## config.mk

```make
export PLATFORM = sky130hd
export DESIGN_NAME = instr_fetch_sequencer_flat
export DESIGN_NICKNAME = d
export VERILOG_FILES = /design/src/rtl/instr_fetch_sequencer_if.sv /design/src/rtl/instr_fetch_sequencer.sv /design/src/flat_wrapper.sv
export SDC_FILE = /design/constraint.sdc
export NUM_CORES = 1
export LEC_CHECK = 0
export CAP_MARGIN = 10
export CORE_MARGIN = 2
export CORE_UTILIZATION = 27
export CTS_BUF_LIST = sky130_fd_sc_hd__clkbuf_4
export DETAILED_ROUTE_END_ITERATION = 7
export GPL_ROUTABILITY_DRIVEN = 0
export PLACE_DENSITY_LB_ADDON = 0.08
export SLEW_MARGIN = 30
export SYNTH_ARGS = -nofsm -noshare
export SYNTH_HDL_FRONTEND = slang
export SYNTH_SLANG_ARGS = --single-unit
```

## constraint.sdc

```tcl
create_clock -name clk -period 2 [get_ports clk]
set_clock_uncertainty 0.05 [all_clocks]
set_input_delay 0.5 -clock clk [delete_from_list [all_inputs] [get_ports clk]]
set_output_delay 0.5 -clock clk [all_outputs]
set_load 0.05 [all_outputs]
```

## src/rtl/instr_fetch_sequencer_if.sv

```systemverilog
// Bundle of the load channel, instruction-memory bus, pipeline control
// and fetch-stage outputs around the instruction fetch sequencer.
// The master modport is the sequencer's view; slave is everything around it.
interface instr_fetch_sequencer_if #(
    parameter int WIDTH = 32
);
    // program image load channel
    logic             load_valid;
    logic [WIDTH-1:0] load_data;
    logic             load_last;
    logic             load_ready;

    // instruction memory write port
    logic             imem_write_en;
    logic [4:0]       imem_write_addr;
    logic [WIDTH-1:0] imem_write_data;

    // instruction memory read port (combinational read data)
    logic [4:0]       imem_address;
    logic             imem_read;
    logic [WIDTH-1:0] imem_instruction;

    // pipeline control from decode / execute
    logic             stall;
    logic             redirect_valid;
    logic [4:0]       redirect_target;
    logic             halt_req;

    // registered fetch-stage outputs toward decode
    logic             if_valid;
    logic [WIDTH-1:0] if_instruction;
    logic [4:0]       if_pc;
    logic             running;

    modport master (
        input  load_valid, load_data, load_last,
        input  imem_instruction,
        input  stall, redirect_valid, redirect_target, halt_req,
        output load_ready,
        output imem_write_en, imem_write_addr, imem_write_data,
        output imem_address, imem_read,
        output if_valid, if_instruction, if_pc, running
    );

    modport slave (
        output load_valid, load_data, load_last,
        output imem_instruction,
        output stall, redirect_valid, redirect_target, halt_req,
        input  load_ready,
        input  imem_write_en, imem_write_addr, imem_write_data,
        input  imem_address, imem_read,
        input  if_valid, if_instruction, if_pc, running
    );
endinterface

```

## src/rtl/instr_fetch_sequencer.sv

```systemverilog
// Instruction fetch sequencer: owns the PC and the 32-entry instruction
// memory. Loads a program image over a valid/ready channel, then fetches one
// word per cycle into a registered fetch stage with stall, redirect and halt.
module instr_fetch_sequencer #(
    parameter int WIDTH            = 32,
    parameter int InstructionCount = 32
) (
    input  logic                   clk,
    input  logic                   reset,
    instr_fetch_sequencer_if.master bus
);

    localparam logic [1:0] ST_LOAD = 2'd0;
    localparam logic [1:0] ST_RUN  = 2'd1;
    localparam logic [1:0] ST_HALT = 2'd2;

    // highest memory address; a beat here always ends the load
    localparam logic [4:0] LAST_ADDR = 5'(InstructionCount - 1);

    logic [1:0]       state;
    logic [4:0]       load_ptr;
    logic [4:0]       pc;
    logic [4:0]       prog_end;
    logic             if_valid;
    logic [WIDTH-1:0] if_instruction;
    logic [4:0]       if_pc;

    logic             in_load;
    logic             in_run;
    logic             load_fire;
    logic             load_done;
    logic [4:0]       pc_seq_next;

    // decode state, detect accepted/final load beats and compute the
    // sequential PC successor (wrap to 0 after the last program word)
    always_comb begin
        in_load     = (state == ST_LOAD);
        in_run      = (state == ST_RUN);
        load_fire   = in_load && bus.load_valid;
        load_done   = load_fire && (bus.load_last || (load_ptr == LAST_ADDR));
        pc_seq_next = (pc == prog_end) ? 5'd0 : pc + 5'd1;
    end

    // load writes go straight to the memory in the cycle the beat is accepted
    assign bus.load_ready      = in_load;
    assign bus.imem_write_en   = load_fire;
    assign bus.imem_write_addr = load_ptr;
    assign bus.imem_write_data = bus.load_data;

    // reads only in RUN and only when decode can take the word
    assign bus.imem_address    = pc;
    assign bus.imem_read       = in_run && !bus.stall;

    assign bus.if_valid        = if_valid;
    assign bus.if_instruction  = if_instruction;
    assign bus.if_pc           = if_pc;
    assign bus.running         = in_run;

    // LOAD/RUN/HALT sequencing plus the fetch-stage register
    always_ff @(posedge clk) begin
        if (reset) begin
            state          <= ST_LOAD;
            load_ptr       <= 5'd0;
            pc             <= 5'd0;
            prog_end       <= 5'd0;
            if_valid       <= 1'b0;
            if_instruction <= '0;
            if_pc          <= 5'd0;
        end else begin
            case (state)
                ST_LOAD: begin
                    if (load_fire) begin
                        load_ptr <= load_ptr + 5'd1;
                    end
                    if (load_done) begin
                        prog_end <= load_ptr;
                        pc       <= 5'd0;
                        state    <= ST_RUN;
                    end
                end
                ST_RUN: begin
                    if (bus.halt_req) begin
                        state    <= ST_HALT;
                        if_valid <= 1'b0;
                    end else if (bus.redirect_valid) begin
                        pc       <= bus.redirect_target;
                        if_valid <= 1'b0;
                    end else if (!bus.stall) begin
                        if_instruction <= bus.imem_instruction;
                        if_pc          <= pc;
                        if_valid       <= 1'b1;
                        pc             <= pc_seq_next;
                    end
                end
                ST_HALT: begin
                    if_valid <= 1'b0;
                end
                default: begin
                    state    <= ST_HALT;
                    if_valid <= 1'b0;
                end
            endcase
        end
    end

endmodule

```

## src/flat_wrapper.sv

```systemverilog
// flat-port wrapper written by rule: the top's interface ports become plain ports
module instr_fetch_sequencer_flat 
#(
    parameter int WIDTH            = 32,
    parameter int InstructionCount = 32
)
  (clk, reset, bus_load_valid, bus_load_data, bus_load_last, bus_imem_instruction, bus_stall, bus_redirect_valid, bus_redirect_target, bus_halt_req, bus_load_ready, bus_imem_write_en, bus_imem_write_addr, bus_imem_write_data, bus_imem_address, bus_imem_read, bus_if_valid, bus_if_instruction, bus_if_pc, bus_running);
  instr_fetch_sequencer_if #(.WIDTH(WIDTH)) bus_i ();
  input  logic clk;
  input  logic reset;
  input wire logic [$bits(bus_i.load_valid)-1:0] bus_load_valid;
  input wire logic [$bits(bus_i.load_data)-1:0] bus_load_data;
  input wire logic [$bits(bus_i.load_last)-1:0] bus_load_last;
  input wire logic [$bits(bus_i.imem_instruction)-1:0] bus_imem_instruction;
  input wire logic [$bits(bus_i.stall)-1:0] bus_stall;
  input wire logic [$bits(bus_i.redirect_valid)-1:0] bus_redirect_valid;
  input wire logic [$bits(bus_i.redirect_target)-1:0] bus_redirect_target;
  input wire logic [$bits(bus_i.halt_req)-1:0] bus_halt_req;
  output wire logic [$bits(bus_i.load_ready)-1:0] bus_load_ready;
  output wire logic [$bits(bus_i.imem_write_en)-1:0] bus_imem_write_en;
  output wire logic [$bits(bus_i.imem_write_addr)-1:0] bus_imem_write_addr;
  output wire logic [$bits(bus_i.imem_write_data)-1:0] bus_imem_write_data;
  output wire logic [$bits(bus_i.imem_address)-1:0] bus_imem_address;
  output wire logic [$bits(bus_i.imem_read)-1:0] bus_imem_read;
  output wire logic [$bits(bus_i.if_valid)-1:0] bus_if_valid;
  output wire logic [$bits(bus_i.if_instruction)-1:0] bus_if_instruction;
  output wire logic [$bits(bus_i.if_pc)-1:0] bus_if_pc;
  output wire logic [$bits(bus_i.running)-1:0] bus_running;
  assign bus_i.load_valid = bus_load_valid;
  assign bus_i.load_data = bus_load_data;
  assign bus_i.load_last = bus_load_last;
  assign bus_i.imem_instruction = bus_imem_instruction;
  assign bus_i.stall = bus_stall;
  assign bus_i.redirect_valid = bus_redirect_valid;
  assign bus_i.redirect_target = bus_redirect_target;
  assign bus_i.halt_req = bus_halt_req;
  assign bus_load_ready = bus_i.load_ready;
  assign bus_imem_write_en = bus_i.imem_write_en;
  assign bus_imem_write_addr = bus_i.imem_write_addr;
  assign bus_imem_write_data = bus_i.imem_write_data;
  assign bus_imem_address = bus_i.imem_address;
  assign bus_imem_read = bus_i.imem_read;
  assign bus_if_valid = bus_i.if_valid;
  assign bus_if_instruction = bus_i.if_instruction;
  assign bus_if_pc = bus_i.if_pc;
  assign bus_running = bus_i.running;
  instr_fetch_sequencer #(.WIDTH(WIDTH), .InstructionCount(InstructionCount)) u_core (.clk(clk), .reset(reset), .bus(bus_i));
endmodule
```

==> results of run 1 <==
[worst max-delay path: cells and delay by family]
family / cells / cell delay, ps
buffers and inverters: 3 / 730
and+or+nand+nor: 1 / 150
[how the worst max path moves through the flow]
stage                                               startpoint                                      end  slack [ps]  cells past startpoint
CTS                 u_core.bus.imem_write_addr[0]$_SDFFE_PP0P_  u_core.bus.imem_address[2]$_SDFFE_PP0P_          10                      8
detailed placement                              bus_load_valid  u_core.bus.imem_address[2]$_SDFFE_PP0P_        -170                      5
finish                                               bus_stall                            bus_imem_read          70                      4
global placement                                bus_load_valid  u_core.bus.imem_address[2]$_SDFFE_PP0P_        -130                      5
floorplan           u_core.bus.imem_write_addr[0]$_SDFFE_PP0P_  u_core.bus.imem_address[2]$_SDFFE_PP0P_         -80                      9
global route        u_core.bus.imem_write_addr[0]$_SDFFE_PP0P_  u_core.bus.imem_address[4]$_SDFFE_PP0P_         -10                      9
[flip-flops by register name (all words and copies together) (netlist names)]
name                        count
u_core.prog_end                 5
u_core.state                    2
u_core.bus.if_valid             1
u_core.bus.imem_write_addr      5
u_core.bus.imem_address         5
u_core.bus.if_instruction      32
u_core.bus.if_pc                5
[logic make-up after synthesis]
logic type | after synthesis | share of synthesized area
simple gates | 124 | 0.229
flops | 55 | 0.432
buf+inv | 53 | 0.150
compound gates | 49 | 0.109
xor+xnor | 11 | 0.0378
mux | 7 | 0.0275
fa+ha+maj | 3 | 0.0147
[cell type report]
class | instances | area (um^2)
multi-input combinational | 194 | 1080
clock inverter | 3 | 67.6
fill | 964 | 5650
tap | 111 | 139
inverter | 3 | 11.3
clock buffer | 5 | 37.5
timing repair buffer | 120 | 1100
sequential | 55 | 1110
[Yosys cell counts]
cell type / n
nand2_2: 1
inv_1: 3
o32ai_2: 1
nand3_1: 6
nor3b_1: 1
nor4_4: 2
o221ai_1: 2
nand2b_1: 2
buf_2: 2
xor2_1: 5
buf_4: 36
o31a_2: 1
dfxtp_1: 55
nor3_4: 1
clkbuf_1: 6
nor3_1: 5
nand4_1: 2
buf_6: 6
mux2i_1: 7
nand2b_4: 2
o21ai_0: 2
and3_1: 1
ha_1: 3
nor2b_1: 2
nor2_1: 16
nor3b_2: 1
xnor2_1: 6
or3_1: 1
a311o_1: 1
nand2_1: 80
a21oi_1: 41
nor4_1: 1
a32o_1: 1
[metrics by stage]
| stage | hold slack (ps) | setup WS (ps) | TNS [ps] | std cells |
|---|---|---|---|---|
| floorplan | 432 | -83.2 | -83.2 | 302 |
| global placement | 392 | -132 | -510 | 480 |
| detailed placement | 400 | -171 | -1100 | 480 |
| CTS | 356 | 10.9 | 0 | 489 |
| global route | 361 | -11.5 | -16.8 | 491 |
| finish | 380 | 70.7 | 0 | 491 |
[metal layers]
layer	wire length (um)	up-vias	track usage	part of all wire
li1	-	1111	-	-
met1	3040	969	0.159	0.47
met2	2880	73	0.193	0.45
met3	403	11	0.0345	0.063
met4	93	0	0.0437	0.014
met5	0	-	0	0
[power breakdown]
group | internal, mW | leakage, nW | switching [mW] | total [mW]
registers | 1.11 | 0.446 | 0.0164 | 1.13
logic | 0.178 | 0.886 | 0.170 | 0.348
clock network | 0.389 | 0.0514 | 0.367 | 0.756
[timing repair]
item | in CTS | in global routing
setup endpoints to repair | 4 | 5
pin swaps | 1 | 3
buffers inserted | 1 | 2
resized for setup | 4 | 3
==> impl_metrics.tcl, run 1 <==
set metrics [dict create \
    final_cell_mix "nand2_1, buf_4, dfxtp_1, clkdlybuf4s50_1, a21oi_1" \
    whs_path_depth 2 \
    total_power_mw 2.23 \
    drtIter0Drc 48 \
    grt_pass1_vias 1965 \
    slew_headroom 0.751 \
    critPathMaxStageDelay_ps 410 \
    synthToLayoutAreaGrowth_pct 39.2 \
    critPathArrivalTime_ps 1380 \
    drv_cap 0 \
    yosys.area.top_type "dfxtp_1" \
    drt-total-wl_um 6420 \
    path_cells "clkdlybuf4s50_1 > buf_4 > nor2_4 > buf_12" \
    synth_cell_type_count 33 \
    timing.rr.start "u_core.bus.imem_write_addr[0]$_SDFFE_PP0P_" \
    min_period_over_period 0.965 \
    portBuffers 95 \
    dieArea_um2 10200 \
    num_vias 2164 \
    reg2regPathDepth 9 \
    syn_inst 302 \
    synth_top_area_frac 0.432 \
    grt_usage 0.122 \
    avgSynthCellArea_um2 8.44 \
    drv_slew 0 \
    crit_path_top_delay_cell "clkdlybuf4s50_1" \
    path_max_fanout 4 \
    rsz0062_at_grt "true" \
    clock-sinks 55 \
    timing.setup.critical_path_class "input port to output pin" \
    yosysWarnings 0 \
    worst_slew_pin_slew_ps 372 \
    wire_per_inst_um 13.1 \
    numCtsBuffers 5 \
    fin_util 0.386 \
    period_minus_slack_ps 1930 \
    antenna_found_initial 0 \
    final_common_cell "nand2_1" \
    grt_overflow 0 \
    clkTransAtPathRegs_ps 160 \
    start_kind "input port" \
    cts.htree.levels 2 \
    peakVddDrop_mv 0.294 \
    synth_area_leaders "dfxtp_1, nand2_1, buf_4" \
    hpwl_um 4610 \
    clk_latency_ps 380 \
    cts_tree "yes" \
    hold_viol_final 0 \
    initial_utilization 0.277 \
    die_x_um 101 \
    yosysSeqAreaShare 0.432 \
    ys_ff_latch 55 \
    syn_area_um2 2550 \
    fmax_mhz 518 \
    route.detailed.drc 0 \
    postCtsHoldBufs 0 \
    min_from "reset" \
    regToRegEndpoint "u_core.bus.imem_address[1]$_SDFFE_PP0P_" \
    outcome "complete, no violations" \
    antenna_cells 0 \
    core-area_um2 9200 \
    syn_nets 381 \
    final_area_um2 3550 \
    ios 160 \
    cts_root_buffer "clkbuf_4" \
    postRouteAntennaNets 0 \
    fin_nets 458 \
    worstSetupEndpointType "output pin" \
    vias_per_cell 4.41 \
    rrSetupSlack_ps 100 \
    drive_above_1_share 0.271 \
    clockBufferDepth 2 \
    powerDensity_nw_per_um2 629 \
    num_rows 35 \
    setup_viol 0 \
    dr.pass1.iters 4 \
    power.leakage_nw 1.38 \
    grt_max_degree 38 \
    hold_class "input port to flop" \
    crit_required_ps 1450 \
    die_h_um 101 \
    grt_pass1_wl_um 9820 \
    dpl_cell_area_um2 3400 \
    hold-path-endpoint "u_core.bus.if_pc[4]$_SDFFE_PP0P_" \
]
Power figures use the tool's default switching activity.
==> run 2, diff against run 1 <==
--- a/config.mk
+++ b/config.mk
@@ -6,7 +6,6 @@
 export NUM_CORES = 1
 export LEC_CHECK = 0
 export CAP_MARGIN = 10
-export CORE_MARGIN = 2
 export CORE_UTILIZATION = 27
 export CTS_BUF_LIST = sky130_fd_sc_hd__clkbuf_4
 export DETAILED_ROUTE_END_ITERATION = 7
==> run 2 against run 1 <==
  * Largest power group unchanged
  * Global-route usage grew 1.0 points
  * Clock power fell by 36%
  * Sequential power hardly changed
  * Setup slack worse by 7.1 ps
  * Utilization decreased by 0.33 points
  * Cell count increased by 0.41%
  * Count of clock-buffer cells in the layout grew 1
  * Critical path type unchanged
  * Hold slack lost 10 ps
  * Register-to-register slack barely moved
  * Power is 12% lower
  * Highest routed layer unchanged
  * Combinational power grew 2%
  * Sequential share of layout area increased by 0.20 points
==> impl_metrics.tcl, run 2 (synthesis results as in run 1) <==
set metrics [dict create \
    total_power_mw 1.97 \
    rrSetupSlack_ps 100 \
    antenna_cells 0 \
    worst_slew_pin_slew_ps 483 \
    grt_pass1_vias 2038 \
    whs_ps 370 \
    worstSetupEndpointType "output pin" \
    rsz0062_at_grt "false" \
    outcome "complete, no violations" \
    hold_class "input port to flop" \
    fmax_mhz 516 \
    initial_utilization 0.277 \
    fin_nets 460 \
    clkTransAtPathRegs_ps 150 \
    regArea_um2 1110 \
    regToRegEndpoint "u_core.bus.imem_address[2]$_SDFFE_PP0P_" \
    die_x_um 99.2 \
    path_max_fanout 4 \
    cts.htree.levels 2 \
    route.top_layer_used "met4" \
    critPathMaxStageDelay_ps 410 \
    crit_path_top_delay_cell "clkdlybuf4s50_1" \
    largest_register_ffs 32 \
    portBuffers 95 \
    synthToLayoutAreaGrowth_pct 38.0 \
    fill_cells 981 \
    setup_viol 0 \
    timing.rr.start "u_core.bus.imem_write_addr[1]$_SDFFE_PP0P_" \
    powerDensity_nw_per_um2 559 \
    power.leakage_nw 1.37 \
    postRouteAntennaNets 0 \
    final_cell_mix "nand2_1, buf_4, dfxtp_1, a21oi_1, clkdlybuf4s50_1" \
    wl_met3_um 395 \
    dieArea_um2 9840 \
    clockBufferDepth 2 \
    critPathArrivalTime_ps 1390 \
    hold-path-endpoint "u_core.prog_end[0]$_SDFFE_PP0P_" \
    path_buf_inv 3 \
    ios 160 \
    grt_max_degree 38 \
    hold_viol_final 0 \
    cts_tree "yes" \
    clock-sinks 55 \
    final_common_cell "nand2_1" \
    period_minus_slack_ps 1940 \
    grt_overflow 0 \
    min_period_over_period 0.968 \
    setup_tns_ps 0 \
    dr.pass1.iters 4 \
    slew_headroom 0.679 \
    route.detailed.drc 0 \
    reg2regPathDepth 9 \
    antenna_found_initial 0 \
    cts_root_buffer "clkbuf_4" \
    numCtsBuffers 5 \
    grt_usage 0.132 \
    die_h_um 99.2 \
    core-area_um2 9200 \
    crit_required_ps 1450 \
    top_register "u_core.bus.if_instruction" \
    start_kind "input port" \
    wl_met2_um 2900 \
    drtIter0Drc 53 \
    num_vias 2180 \
    vias_per_cell 4.42 \
    drt-total-wl_um 6540 \
    min_from "reset" \
    grt_pass1_wl_um 10400 \
    critPathTopFamily "buffers and inverters" \
    peakVddDrop_mv 0.232 \
    whs_path_depth 2 \
    path_cells "clkdlybuf4s50_1 > buf_4 > nor2_4 > buf_12" \
    met1Wirelength_um 3170 \
    drv_slew 0 \
    wire_per_inst_um 13.3 \
    drive_above_1_share 0.272 \
    drv_cap 0 \
    timing.setup.critical_path_class "input port to output pin" \
    hpwl_um 4720 \
    num_rows 35 \
    multi_input_area_um2 1100 \
    clk_latency_ps 360 \
]
[run 2: power by group]
part           internal (mW)  leakage (nW)  total, mW  switching (mW)
Combinational          0.183         0.898      0.355           0.171
Clock                  0.145        0.0307      0.482           0.337
Sequential              1.11         0.445       1.13          0.0182
Total                   1.44          1.37       1.97           0.526
[run 2: worst reg2reg max path: stages (launching register included)]
cell,delay (ps)
dfxtp_2,360
ha_4,160
and3_4,170
ha_2,170
nor2_2,130
o32ai_2,110
nand2b_1,170
buf_6,140
nor2_1,40
a311o_1,300
[run 2: area by class of cell]
class                           count  share of cell area
Clock buffer                        6              0.0128
Clock inverter                      2             0.00213
Inverter                            3             0.00320
Multi-Input combinational cell    194               0.312
Sequential cell                    55               0.314
Tap cell                          111              0.0395
Timing Repair Buffer              122               0.316
[run 2: through the flow]
step	setup WS [ps]	cells	instance area (um^2)	util
3_5_place_dp	-125	483	3420	0.372
2_1_floorplan	-83.2	302	2550	-
4_1_cts	2.89	492	3490	0.379
3_3_place_gp	-69.7	483	3420	0.372
5_1_grt	2.95	493	3520	0.383
6_report	63.6	493	3520	0.383
[run 2: how the worst max path moves through the flow]
stage,end,startpoint,slack [ps],cells past startpoint
final,bus_imem_read,bus_stall,60,4
after global routing,u_core.bus.imem_address[2]$_SDFFE_PP0P_,u_core.bus.imem_write_addr[1]$_SDFFE_PP0P_,3,9
after floorplan,u_core.bus.imem_address[2]$_SDFFE_PP0P_,u_core.bus.imem_write_addr[0]$_SDFFE_PP0P_,-80,9
after detailed placement,u_core.bus.imem_address[2]$_SDFFE_PP0P_,bus_stall,-130,7
after CTS,u_core.bus.imem_address[2]$_SDFFE_PP0P_,u_core.bus.imem_write_addr[0]$_SDFFE_PP0P_,3,9
after global placement,bus_imem_write_en,bus_load_valid,-70,5
[run 2: repair_timing]
item,4_1_cts,5_1_grt
hold buffers,0,0
endpoints found under the hold margin,0,0
gates resized for setup,8,5
endpoints found under the setup margin,5,5
buffers inserted,1,1
pin swaps,1,5
[run 2: layer usage]
layer / track usage / vias up
met5: 0 / -
met2: 0.208 / 76
met1: 0.178 / 982
li1: - / 1116
met3: 0.0351 / 6
met4: 0.0396 / 0
==> run 3, diff against run 2 <==
--- a/config.mk
+++ b/config.mk
@@ -5,12 +5,14 @@
 export SDC_FILE = /design/constraint.sdc
 export NUM_CORES = 1
 export LEC_CHECK = 0
+export ABC_AREA = 1
 export CAP_MARGIN = 10
 export CORE_UTILIZATION = 27
-export CTS_BUF_LIST = sky130_fd_sc_hd__clkbuf_4
+export CTS_BUF_LIST = sky130_fd_sc_hd__clkbuf_2 sky130_fd_sc_hd__clkbuf_4 sky130_fd_sc_hd__clkbuf_8
 export DETAILED_ROUTE_END_ITERATION = 7
 export GPL_ROUTABILITY_DRIVEN = 0
 export PLACE_DENSITY_LB_ADDON = 0.08
+export SKIP_LAST_GASP = 1
 export SLEW_MARGIN = 30
 export SYNTH_ARGS = -nofsm -noshare
 export SYNTH_HDL_FRONTEND = slang
==> run 3 against run 2 <==
  * Synthesized cell count rose by 16%
  * First-iteration DRC count is 42% higher
  * Area after synthesis up 7.1%
  * Die area grew 7.0%
  * Sequential power about the same
  * Non-clock buffer count is 14 lower
  * Register-to-register slack improved by 180 ps
  * Wire length grew 9.0%
  * Count of clock-buffer cells in the layout stayed put
  * Hold slack worse by 0.76 ps
  * Combinational power increased by 7.9%
  * Largest cell class is now multi-input gates
  * Largest power group unchanged
==> impl_metrics.tcl, run 3 <==
set metrics [dict create \
    outcome "complete, no violations" \
    drive_above_1_share 0.265 \
    wl_met2_um 3290 \
    path_max_fanout 4 \
    drtIter0Drc 75 \
    worstSetupEndpointType "output pin" \
    clockBufferDepth 2 \
    synth_cell_type_count 25 \
    cts_setup_buffers 0 \
    critPathMaxStageDelay_ps 490 \
    p_switching_mw 0.611 \
    grt_max_degree 46 \
    synthToLayoutAreaGrowth_pct 32.7 \
    drv_cap 0 \
    synth_edf_count 0 \
    yosys.area.top_type "dfxtp_1" \
    cts_resized 0 \
    swShare 0.284 \
    powerDensity_nw_per_um2 595 \
    crit_path_top_delay_cell "clkdlybuf4s50_1" \
    numCtsBuffers 5 \
    clkTransAtPathRegs_ps 100 \
    die_h_um 103 \
    total_power_mw 2.16 \
    min_period_over_period 0.946 \
    cts_tree "yes" \
    die_x_um 103 \
    clk_latency_ps 310 \
    num_rows 36 \
    cts.htree.levels 2 \
    setup_viol 0 \
    top_register "u_core.bus.if_instruction" \
    timing.rr.start "u_core.bus.imem_write_addr[1]$_SDFFE_PP0P_" \
    whs_path_depth 2 \
    grt_pass1_wl_um 11100 \
    synth_area_leaders "dfxtp_1, nand2_1, buf_4" \
    peakVddDrop_mv 0.247 \
    p_int_mw 1.54 \
    grt_overflow 0 \
    wl_met3_um 478 \
    period_minus_slack_ps 1890 \
    grt_pass1_vias 2244 \
    timing.setup.critical_path_class "input port to output pin" \
    min_from "reset" \
    drv_slew 0 \
    hold_class "input port to flop" \
    yosysSeqAreaShare 0.403 \
    seq_power_share 0.526 \
    fill_cells 1063 \
    num_vias 2343 \
    antenna_cells 0 \
    hpwl_um 4950 \
    yosysWarnings 0 \
    worst_slew_pin_slew_ps 425 \
    rrSetupSlack_ps 280 \
    ys_top_cells_by_count "nand2_1, dfxtp_1, a21oi_1, buf_4, nand3_1" \
    hold_viol_final 0 \
    largest_register_ffs 32 \
    syn_inst 351 \
    setup_tns_ps 0 \
    hold-path-endpoint "u_core.bus.imem_write_addr[3]$_SDFFE_PP0P_" \
    crit_required_ps 1450 \
    avgSynthCellArea_um2 7.78 \
    dr.pass1.iters 4 \
    synthArstFlopShare 0 \
    critPathArrivalTime_ps 1340 \
    synth_top_area_frac 0.403 \
    antenna_found_initial 0 \
    ys_ff_latch 55 \
    postCtsHoldBufs 0 \
    path_buf_inv 2 \
    fin_nets 493 \
    start_kind "input port" \
    final_cell_mix "nand2_1, buf_4, dfxtp_1, clkdlybuf4s50_1, a21oi_1" \
    power.leakage_nw 1.38 \
    ios 160 \
    initial_utilization 0.279 \
    met1Wirelength_um 3320 \
    clock-sinks 55 \
    slew_headroom 0.716 \
    drt-total-wl_um 7130 \
    route.top_layer_used "met4" \
    path_cells "clkdlybuf4s50_1 > nor2_4 > buf_12" \
    cts_root_buffer "clkbuf_8" \
    grt_usage 0.137 \
    final_common_cell "nand2_1" \
    wire_per_inst_um 13.0 \
    ys.flop_type "dfxtp_1" \
    critPathTopFamily "buffers and inverters" \
    syn_nets 430 \
    regToRegEndpoint "u_core.bus.imem_address[0]$_SDFFE_PP0P_" \
    rsz0062_at_grt "false" \
    vias_per_cell 4.28 \
    clkPwrFrac 0.296 \
    portBuffers 95 \
    route.detailed.drc 0 \
    yosysMostFrequentCell "nand2_1" \
    reg2regPathDepth 10 \
    core-area_um2 9770 \
    postRouteAntennaNets 0 \
    fmax_mhz 528 \
    power_frac_comb 0.178 \
    syn_area_um2 2730 \
    dieArea_um2 10500 \
    fin_util 0.371 \
]
## run 3: metal layers
metal / track usage / vias to the layer above
li1: - / 1222
met1: 0.180 / 1047
met2: 0.220 / 67
met3: 0.0400 / 7
met4: 0.0308 / 0
met5: 0 / -
## run 3: power groups by stage
| stage | logic, mW | registers [mW] | clock network [mW] |
|---|---|---|---|
| global route | 0.413 | 1.14 | 0.725 |
| CTS | 0.389 | 1.13 | 0.675 |
| finish | 0.383 | 1.13 | 0.639 |
| floorplan | 0.331 | 1.20 | 0 |
| global placement | 0.387 | 1.16 | 0 |
| detailed placement | 0.388 | 1.16 | 0 |
## run 3: per-stage QoR
step | std cells | setup slack, ps | hold slack, ps | cell area, um^2
after floorplan | 351 | 88.1 | 387 | 2730
after global placement | 540 | 80.5 | 400 | 3540
after detailed placement | 540 | 84.7 | 403 | 3540
after CTS | 548 | 81.9 | 360 | 3620
after global routing | 548 | 40.0 | 374 | 3620
final | 548 | 107 | 369 | 3620
## run 3: worst max path at each step
stage,cells after the start,end,from,slack [ps]
after floorplan,10,u_core.bus.imem_address[4]$_SDFFE_PP0P_,u_core.bus.imem_write_addr[1]$_SDFFE_PP0P_,90
after detailed placement,8,u_core.bus.imem_write_addr[3]$_SDFFE_PP0P_,bus_load_valid,80
final,3,bus_imem_read,bus_stall,110
after global placement,3,bus_imem_read,bus_stall,80
after CTS,3,bus_imem_read,bus_stall,80
after global routing,3,bus_imem_read,bus_stall,40
## run 3: logic make-up after synthesis
group                      count (synthesis)  synth area share
and+or+nand+nor                          156             0.277
buffers and inverters                     75             0.169
AOI/OAI and AO/OA                         61             0.134
DFF                                       55             0.403
adders and majority gates                  3            0.0137
xor gates and xnor gates                   1           0.00321
## run 3: cell type report
type	instances	area (um^2)	area share
clock inverter	2	12.5	0.00345
inverter	23	86.3	0.0238
sequential	55	1100	0.304
tap	133	166	0.0459
multi-input combinational	221	1170	0.322
clock buffer	6	76.3	0.0211
timing repair buffer	108	1010	0.280
